==> src/rtl/hazard_scoreboard_unit.sv <==
// hazard_scoreboard_unit
// Hazard control for the 5-stage MIPS pipeline. It provides:
//   - E-stage and D-stage operand forwarding selects
//   - load-use and branch/jr stalls
//   - a one-entry scoreboard for a multi-cycle multiply/divide (MDU) op
//   - saturating stall-cycle counters, one per stall cause
//
// Ports:
//   clk_i, rst_i                      clock, async active-high reset
//   rs_d_i, rt_d_i                    D-stage source registers
//   branch_d_i, pc_src_d_i, jump_d_i  D-stage branch / jump control
//   md_start_d_i                      D holds an MDU instruction
//   rs_e_i, rt_e_i, write_reg_e_i     E-stage register indices
//   mem_to_reg_e_i, reg_write_e_i     E-stage control
//   md_start_e_i, md_dest_e_i         MDU issue from E and its destination
//   write_reg_m_i, mem_to_reg_m_i,
//   reg_write_m_i                     M-stage destination and control
//   write_reg_w_i, reg_write_w_i      W-stage destination and control
//   perf_clr_i                        synchronous clear of all counters
//   stall_f_o, stall_d_o              fetch / decode stall
//   flush_d_o, flush_e_o              decode / execute flush
//   forward_a_d_o, forward_b_d_o      D-stage forward from M
//   forward_a_e_o, forward_b_e_o      E-stage forward (10 M, 01 W, 00 none)
//   stall_cause_o                     0 none, 1 lw, 2 branch, 3 sb, 4 struct
//   md_busy_o, md_done_o              MDU outstanding / result written now
//   perf_lw_o, perf_br_o,
//   perf_sb_o, perf_st_o              per-cause stall-cycle counters
//
// MDU FSM:
//   state | meaning
//   IDLE  | no MDU op outstanding
//   BUSY  | op outstanding; cnt counts down, cnt == 0 is the write-back cycle

module hazard_scoreboard_unit #(
    parameter int ADDR_W     = 6,
    parameter int MD_LATENCY = 4,
    parameter int CNT_W      = 32
) (
    input  logic              clk_i,
    input  logic              rst_i,
    input  logic [ADDR_W-1:0] rs_d_i,
    input  logic [ADDR_W-1:0] rt_d_i,
    input  logic [1:0]        branch_d_i,
    input  logic              pc_src_d_i,
    input  logic [2:0]        jump_d_i,
    input  logic              md_start_d_i,
    input  logic [ADDR_W-1:0] rs_e_i,
    input  logic [ADDR_W-1:0] rt_e_i,
    input  logic [ADDR_W-1:0] write_reg_e_i,
    input  logic              mem_to_reg_e_i,
    input  logic              reg_write_e_i,
    input  logic              md_start_e_i,
    input  logic [ADDR_W-1:0] md_dest_e_i,
    input  logic [ADDR_W-1:0] write_reg_m_i,
    input  logic              mem_to_reg_m_i,
    input  logic              reg_write_m_i,
    input  logic [ADDR_W-1:0] write_reg_w_i,
    input  logic              reg_write_w_i,
    input  logic              perf_clr_i,
    output logic              stall_f_o,
    output logic              stall_d_o,
    output logic              flush_d_o,
    output logic              flush_e_o,
    output logic              forward_a_d_o,
    output logic              forward_b_d_o,
    output logic [1:0]        forward_a_e_o,
    output logic [1:0]        forward_b_e_o,
    output logic [2:0]        stall_cause_o,
    output logic              md_busy_o,
    output logic              md_done_o,
    output logic [CNT_W-1:0]  perf_lw_o,
    output logic [CNT_W-1:0]  perf_br_o,
    output logic [CNT_W-1:0]  perf_sb_o,
    output logic [CNT_W-1:0]  perf_st_o
);

    typedef enum logic {IDLE, BUSY} state_t;

    localparam logic [3:0] CNT_LOAD = 4'(MD_LATENCY - 1);

    state_t            state;
    logic [3:0]        cnt;
    logic [ADDR_W-1:0] pend_dest;

    logic lw_stall, br_stall, sb_stall, st_stall;
    logic is_branch, br_hit_e, br_hit_m;

    // Nonzero source that names the given destination.
    function automatic logic src_hit(input logic [ADDR_W-1:0] src,
                                     input logic [ADDR_W-1:0] dest);
        return (src != '0) && (src == dest);
    endfunction

    function automatic logic [1:0] fwd_e(input logic [ADDR_W-1:0] src);
        if (reg_write_m_i && src_hit(src, write_reg_m_i))
            return 2'b10;
        else if (reg_write_w_i && src_hit(src, write_reg_w_i))
            return 2'b01;
        else
            return 2'b00;
    endfunction

    function automatic logic [CNT_W-1:0] sat_inc(input logic [CNT_W-1:0] c,
                                                 input logic en);
        return (en && (c != {CNT_W{1'b1}})) ? c + CNT_W'(1) : c;
    endfunction

    assign forward_a_e_o = fwd_e(rs_e_i);
    assign forward_b_e_o = fwd_e(rt_e_i);
    assign forward_a_d_o = reg_write_m_i && src_hit(rs_d_i, write_reg_m_i);
    assign forward_b_d_o = reg_write_m_i && src_hit(rt_d_i, write_reg_m_i);

    assign md_busy_o = (state == BUSY);
    assign md_done_o = (state == BUSY) && (cnt == 4'd0);

    assign lw_stall = mem_to_reg_e_i && (write_reg_e_i != '0) &&
                      ((rs_d_i == write_reg_e_i) || (rt_d_i == write_reg_e_i));

    assign is_branch = (branch_d_i != 2'b00) || jump_d_i[1];
    assign br_hit_e  = reg_write_e_i &&
                       (src_hit(rs_d_i, write_reg_e_i) || src_hit(rt_d_i, write_reg_e_i));
    assign br_hit_m  = mem_to_reg_m_i &&
                       (src_hit(rs_d_i, write_reg_m_i) || src_hit(rt_d_i, write_reg_m_i));
    assign br_stall  = is_branch && (br_hit_e || br_hit_m);

    // The write-back cycle still stalls a dependent reader: the value is
    // only visible in the register file from the following cycle.
    assign sb_stall = md_busy_o && (pend_dest != '0) &&
                      ((rs_d_i == pend_dest) || (rt_d_i == pend_dest));

    // In the done cycle the unit is free for the next issue.
    assign st_stall = md_start_d_i && md_busy_o && !md_done_o;

    assign stall_d_o = lw_stall || br_stall || sb_stall || st_stall;
    assign stall_f_o = stall_d_o;
    assign flush_e_o = stall_d_o;
    assign flush_d_o = (pc_src_d_i || (jump_d_i != 3'b000)) && !stall_d_o;

    always_comb begin
        stall_cause_o = 3'd0;
        if (lw_stall)
            stall_cause_o = 3'd1;
        else if (br_stall)
            stall_cause_o = 3'd2;
        else if (sb_stall)
            stall_cause_o = 3'd3;
        else if (st_stall)
            stall_cause_o = 3'd4;
    end

    // An issue while BUSY with cnt != 0 is ignored.
    always_ff @(posedge clk_i or posedge rst_i) begin
        if (rst_i) begin
            state     <= IDLE;
            cnt       <= 4'd0;
            pend_dest <= '0;
        end else begin
            case (state)
                IDLE: begin
                    if (md_start_e_i) begin
                        state     <= BUSY;
                        cnt       <= CNT_LOAD;
                        pend_dest <= md_dest_e_i;
                    end
                end
                BUSY: begin
                    if (cnt != 4'd0) begin
                        cnt <= cnt - 4'd1;
                    end else if (md_start_e_i) begin
                        cnt       <= CNT_LOAD;
                        pend_dest <= md_dest_e_i;
                    end else begin
                        state <= IDLE;
                    end
                end
                default: state <= IDLE;
            endcase
        end
    end

    always_ff @(posedge clk_i or posedge rst_i) begin
        if (rst_i) begin
            perf_lw_o <= '0;
            perf_br_o <= '0;
            perf_sb_o <= '0;
            perf_st_o <= '0;
        end else if (perf_clr_i) begin
            perf_lw_o <= '0;
            perf_br_o <= '0;
            perf_sb_o <= '0;
            perf_st_o <= '0;
        end else begin
            perf_lw_o <= sat_inc(perf_lw_o, lw_stall);
            perf_br_o <= sat_inc(perf_br_o, br_stall);
            perf_sb_o <= sat_inc(perf_sb_o, sb_stall);
            perf_st_o <= sat_inc(perf_st_o, st_stall);
        end
    end

endmodule

==> config.mk <==
export PLATFORM = sky130hd
export DESIGN_NAME = hazard_scoreboard_unit
export DESIGN_NICKNAME = d
export VERILOG_FILES = /design/src/rtl/hazard_scoreboard_unit.sv
export SDC_FILE = /design/constraint.sdc
export NUM_CORES = 1
export LEC_CHECK = 0
export CORE_MARGIN = 2
export CORE_UTILIZATION = 28
export CTS_BUF_LIST = sky130_fd_sc_hd__clkbuf_8
export DETAILED_ROUTE_END_ITERATION = 12
export HOLD_SLACK_MARGIN = 0.08
export REMOVE_ABC_BUFFERS = 1
export SYNTH_ARGS = -nofsm -noshare
export SYNTH_HDL_FRONTEND = slang
export SYNTH_SLANG_ARGS = --single-unit
==> constraint.sdc <==
create_clock -name clk_i -period 5.9 [get_ports clk_i]
set_input_delay 0.59 -clock clk_i [delete_from_list [all_inputs] [get_ports clk_i]]
set_output_delay 0.59 -clock clk_i [all_outputs]
set_load 0.01 [all_outputs]
# Word-level counts from Yosys, hierarchy flattened
# Cells that the tools add are included.
# totals
output_inout_bits	143
reg_bits	139
word_cells	108
inputBits	64
# classes
n_eq_ne	15
n_reduce_logical	55
n_mux	25
add_sub_neg	5
bitwise	1
# op_table
cell	n
32-bit two-way mux	8
32-bit by 1-bit adder with 32-bit output (second input constant)	4
32-bit inequality test (second input constant)	4
6-bit == test	10
6-bit nonzero test	6
1-bit logical AND	29
3-bit two-way mux	4
6-bit two-way mux	2
6-bit one-hot mux with 2 select lines	1
1-bit logical OR	10
2-bit nonzero test	5
4-bit two-way mux	2
4-bit one-hot mux with 2 select lines	1
4-bit logical NOT	1
1-bit two-way mux	4
2-bit two-way mux	2
4-bit nonzero test	1
4-bit by 1-bit subtractor with 4-bit output (second input constant)	1
3-bit nonzero test	1
1-bit logical NOT	2
2-bit inequality test (second input constant)	1
1-bit one-hot mux with 2 select lines	1
1-bit NOT	1

# Logic depth before layout (Yosys ltp)
# depth
depth_word	11
mapped_depth	10
depth_no_buf	10

# Worst setup path before layout
# Ideal clock, no wire load.
# synth_timing
path_type	input-to-output
startpoint	input rt_d_i[2]
endpoint	output flush_d_o
setup_slack_ns	2.961
path_buffers	1
t_required_ns	5.310
path_stages	7
arrival_ns	2.349
path_cell_list	nor4_1 > nand2_1 > a22o_1 > a31oi_1 > buf_2 > nand4_1 > nor2_1
# synth_via
elab_chain_cells	11
elab_cells_between_ends	21
classes_between	eq/ne: 3; reduce/logical: 18
# synth_rtl
item	line_no	source
start, declared	42	input logic [ADDR_W-1:0] rt_d_i,
6-bit == test, or another cell as far along	91, 117	
1-bit logical AND	91	return (src != '0) && (src == dest);
1-bit logical OR, on equally long branches	121, 123	
1-bit logical AND, on equally long branches	120, 122	
1-bit logical OR	124	assign br_stall = is_branch && (br_hit_e || br_hit_m);
1-bit logical AND	124	
1-bit logical OR	134	assign stall_d_o = lw_stall || br_stall || sb_stall || st_stall;
1-bit logical OR * (2 in a row)	134	
net flush_e_o	63	output logic flush_e_o,
1-bit logical NOT *	137	assign flush_d_o = (pc_src_d_i || (jump_d_i != 3'b000)) && !stall_d_o;
1-bit logical AND *	137	
end, declared	62	output logic flush_d_o,
# The timed path passes the listed nets; every way through them passes the cells marked *.

# Final worst setup path
# layout_timing
startpoint	input rt_d_i[2]
endpoint	output stall_cause_o[2]
# layout_via
elab_chain_cells	8
elab_cells_between_ends	19
classes_between	eq/ne: 3; mux: 3; reduce/logical: 13
# layout_rtl
item	line_no	source
6-bit == test, or another cell as far along	91, 117	
1-bit logical AND	91	
1-bit logical OR, on equally long branches	121, 123	
1-bit logical AND, on equally long branches	120, 122	
1-bit logical OR	124	
1-bit logical AND	124	
3-bit two-way mux	143	else if (br_stall)
3-bit two-way mux *	141	if (lw_stall)
end, declared	68	output logic [2:0] stall_cause_o,
# Every way passes the cells marked *; elsewhere a longest branch is shown, timed or not.

==> out/results.ini <==
[power_and_ir_drop]
swShare_pct=30.2
seq_power_share_pct=46.3
switchingPower_uw=691
clkPwrFrac_pct=35.7
pwr-share-comb_pct=18.0
power_leakage_uw=0.00402
internal-power_uw=1600
peakVddDrop_mv=0.149
powerDensity_nw_per_um2=213

[floorplan]
io_pins=207
die_x_microns=172
start_util_pct=28.4
coreArea_sq_um=27800
die_h_microns=172
die-area_sq_um=29500
num_rows=61

[global_route]
globalRouteOverflowTotal=0
grt_util_met2_pct=24.5
met1_usage_pct=20.4
grt_pass1_vias=6794
busiest_layer=met2
grt_antenna_before_repair=0
grt_max_degree=74
grt_util_all_layers_pct=15.1
grt_pass1_wl_microns=35800
met3_usage_pct=3.61

[routing]
routed_via_density=4.75
antenna_left=0
wirelength_microns=21800
drc_errors=0
drt-initial-drc-count=330
vias=6910
drt_first_pass_iters=4
wire_per_inst_microns=15.0

[place]
dpl_worst_slack_ns=2.00
dp_hpwl_microns=15800
place.gp.congestion=0.823
io_buffers=206
placed_cell_area_sq_um=10300

[sta]
fmax_mhz=258
final_max_slew_viol_count=0
setup_slack_ns=2.02
period_minus_slack_ns=3.88
hold_viol=0
tightest_slew_ns=1.15
skew_ns=0.0164
final.setup.tns_ns=0
holdWs_ns=0.537
maxSlewHeadroom_pct=23.2
rsz0062_at_grt=no
finalSetupViolations=0
finalCritPeriodShare_pct=65.7

[layout]
fillers=2812
multiInputGateArea_sq_um=4220
antenna_cells=0
area_growth_pct=36.2
drive_above_1_share_pct=5.48
final_nets=1133
postLayoutCellArea_sq_um=10700
ff_latch_area_sq_um=3480

[clock_network]
cts_hold_buf=0
insertion_delay_ns=0.44
cts_sinks=139
cts_tree=built
post_cts_resized=0
cts_setup_buffers=0
cts_buffers=17
clk_pin_slew_worst_paths_ns=0.09
htree_levels=4
clock_tree.root_cell=clkbuf_8
clockBufferDepth=2

[yosys]
avgSynthCellArea_sq_um=9.11
yosys_warnings=0
ys_seq_area_share_pct=44.1
synth_xor_area_share_pct=19.6
synthMuxAreaShare_pct=1.24
synthDistinctLibCells=54
synthSimpleGateAreaFrac_pct=28.8
synth_ff_type=dfrtp_1
synth_top_family_by_area=simple AND/OR/NAND/NOR gates
synthAdderAreaFrac_pct=0.794
ys_ff_latch=139
synthArstFlopShare_pct=100
syn_inst=865
synth_edf_count=0
syn-cell-area_sq_um=7880
synth_compound_area_share_pct=3.02

[critical_path]
crit_start=rt_d_i[2]
r2r-start=pend_dest[1]$_DFFE_PP0P_
start_kind=input port
crit_chain=clkdlybuf4s50_1 > nor4_1 > nand2_1 > a22o_1 > a31oi_4 > buf_4 > nand3_1 > nor2_1 > clkdlybuf4s50_1
crit_type=in -> out
cp_top_family=buffers and inverters
worstPathRequired_ns=5.31
slowest_delay_ns=0.57
worst-path-max-fanout=36
crit_arrival_ns=3.29
endpoint_kind=primary output
critPathBufInv=3
slowest_stage=clkdlybuf4s50_1
cp_common_cell=clkdlybuf4s50_1

[run_status]
status=finished, final reports clean

[worst_hold_path]
holdCritPathClass=reg -> reg
min-delay-start=cnt[0]$_DFF_PP0_

[job]
drv_cap=0

==> metrics by stage <==
stage | utilization, % | instances | total power, uW
floorplan | - | 832 | 1290
global placement | 37.2 | 1423 | 1490
detailed placement | 37.2 | 1423 | 1500
CTS | 38.7 | 1455 | 2330
global route | 38.7 | 1455 | 2410
finish | 38.7 | 1455 | 2290
==> state kept, by name, indices dropped and copies added (netlist names) <==
register	count
perf_st_o	32
md_busy_o	1
perf_br_o	32
cnt	4
perf_lw_o	32
pend_dest	6
perf_sb_o	32
==> cell families (layout without fill, tap and decap cells) <==
logic type                 after synthesis  count (layout)
and+or+nand+nor                        452             452
buffers and inverters                   46             258
xor gates and xnor gates               176             176
muxes                                    9               9
DFF                                    139             139
adders and majority gates                5               5
AOI/OAI and AO/OA                       38              38
==> synthesized netlist by cell type (5+ instances only) <==
cell / number / area (sq um)
a21oi_1: 11 / 55.1
and2_1: 5 / 31.3
and3_1: 20 / 125
and4_1: 9 / 78.8
buf_2: 5 / 25.0
clkbuf_1: 24 / 90.1
dfrtp_1: 139 / 3480
ha_1: 5 / 62.6
inv_1: 13 / 48.8
mux2_2: 6 / 67.6
nand2_1: 71 / 267
nand3_1: 61 / 305
nand4_1: 33 / 206
nor2_1: 151 / 567
nor3_1: 40 / 200
nor4_1: 24 / 150
o21ai_0: 11 / 55.1
or3_1: 7 / 43.8
or4_1: 6 / 45.0
xnor2_1: 112 / 981
xor2_1: 64 / 561
==> metal layers <==
| metal | vias up | routed length, microns |
|---|---|---|
| li1 | 3364 | - |
| met1 | 3357 | 10300 |
| met2 | 173 | 10200 |
| met3 | 16 | 1080 |
| met4 | 0 | 221 |
| met5 | - | 0 |
==> power by group through the flow <==
stage	combinational [uW]	sequential, uW	clock, uW
floorplan	227	1060	0
global placement	412	1080	0
detailed placement	418	1080	0
CTS	420	1060	847
global route	457	1070	884
finish	413	1060	816
==> layout make-up <==
type	count	share of cell area (%)
clock buffer	17	2.18
clock inverter	15	1.51
inverter	13	0.501
multi-input combinational	680	39.3
sequential	139	32.4
tap	378	4.40
timing repair buffer	213	19.7
==> worst paths after layout <==
path | cells past startpoint | endpoint | slack (ns)
min in group asynchronous | 2 | perf_st_o[1]$_DFFE_PP0P_ | 0.66
max in group asynchronous | 3 | perf_sb_o[10]$_DFFE_PP0P_ | 4.26
setup reg to reg | 8 | perf_sb_o[6]$_DFFE_PP0P_ | 3.00
setup / recovery | 9 | stall_cause_o[2] | 2.02
hold / removal | 1 | cnt[0]$_DFF_PP0_ | 0.54
hold reg to reg | 1 | cnt[0]$_DFF_PP0_ | 0.54
==> placed cells by master (no fill, tap or decap), types with 14 or more instances in the layout <==
cell             Yosys  final
nor2_1             151    151
nand2_1             71     71
and3_1              20     20
clkbuf_8             0     17
nand4_1             33     33
nand3_1             61     61
xnor2_1            112    112
nor3_1              40     40
clkdlybuf4s50_1      0    205
nor4_1              24     24
inv_1               13     14
dfrtp_1            139    139
xor2_1              64     64
No activity file was read; power rests on OpenSTA's default activity.
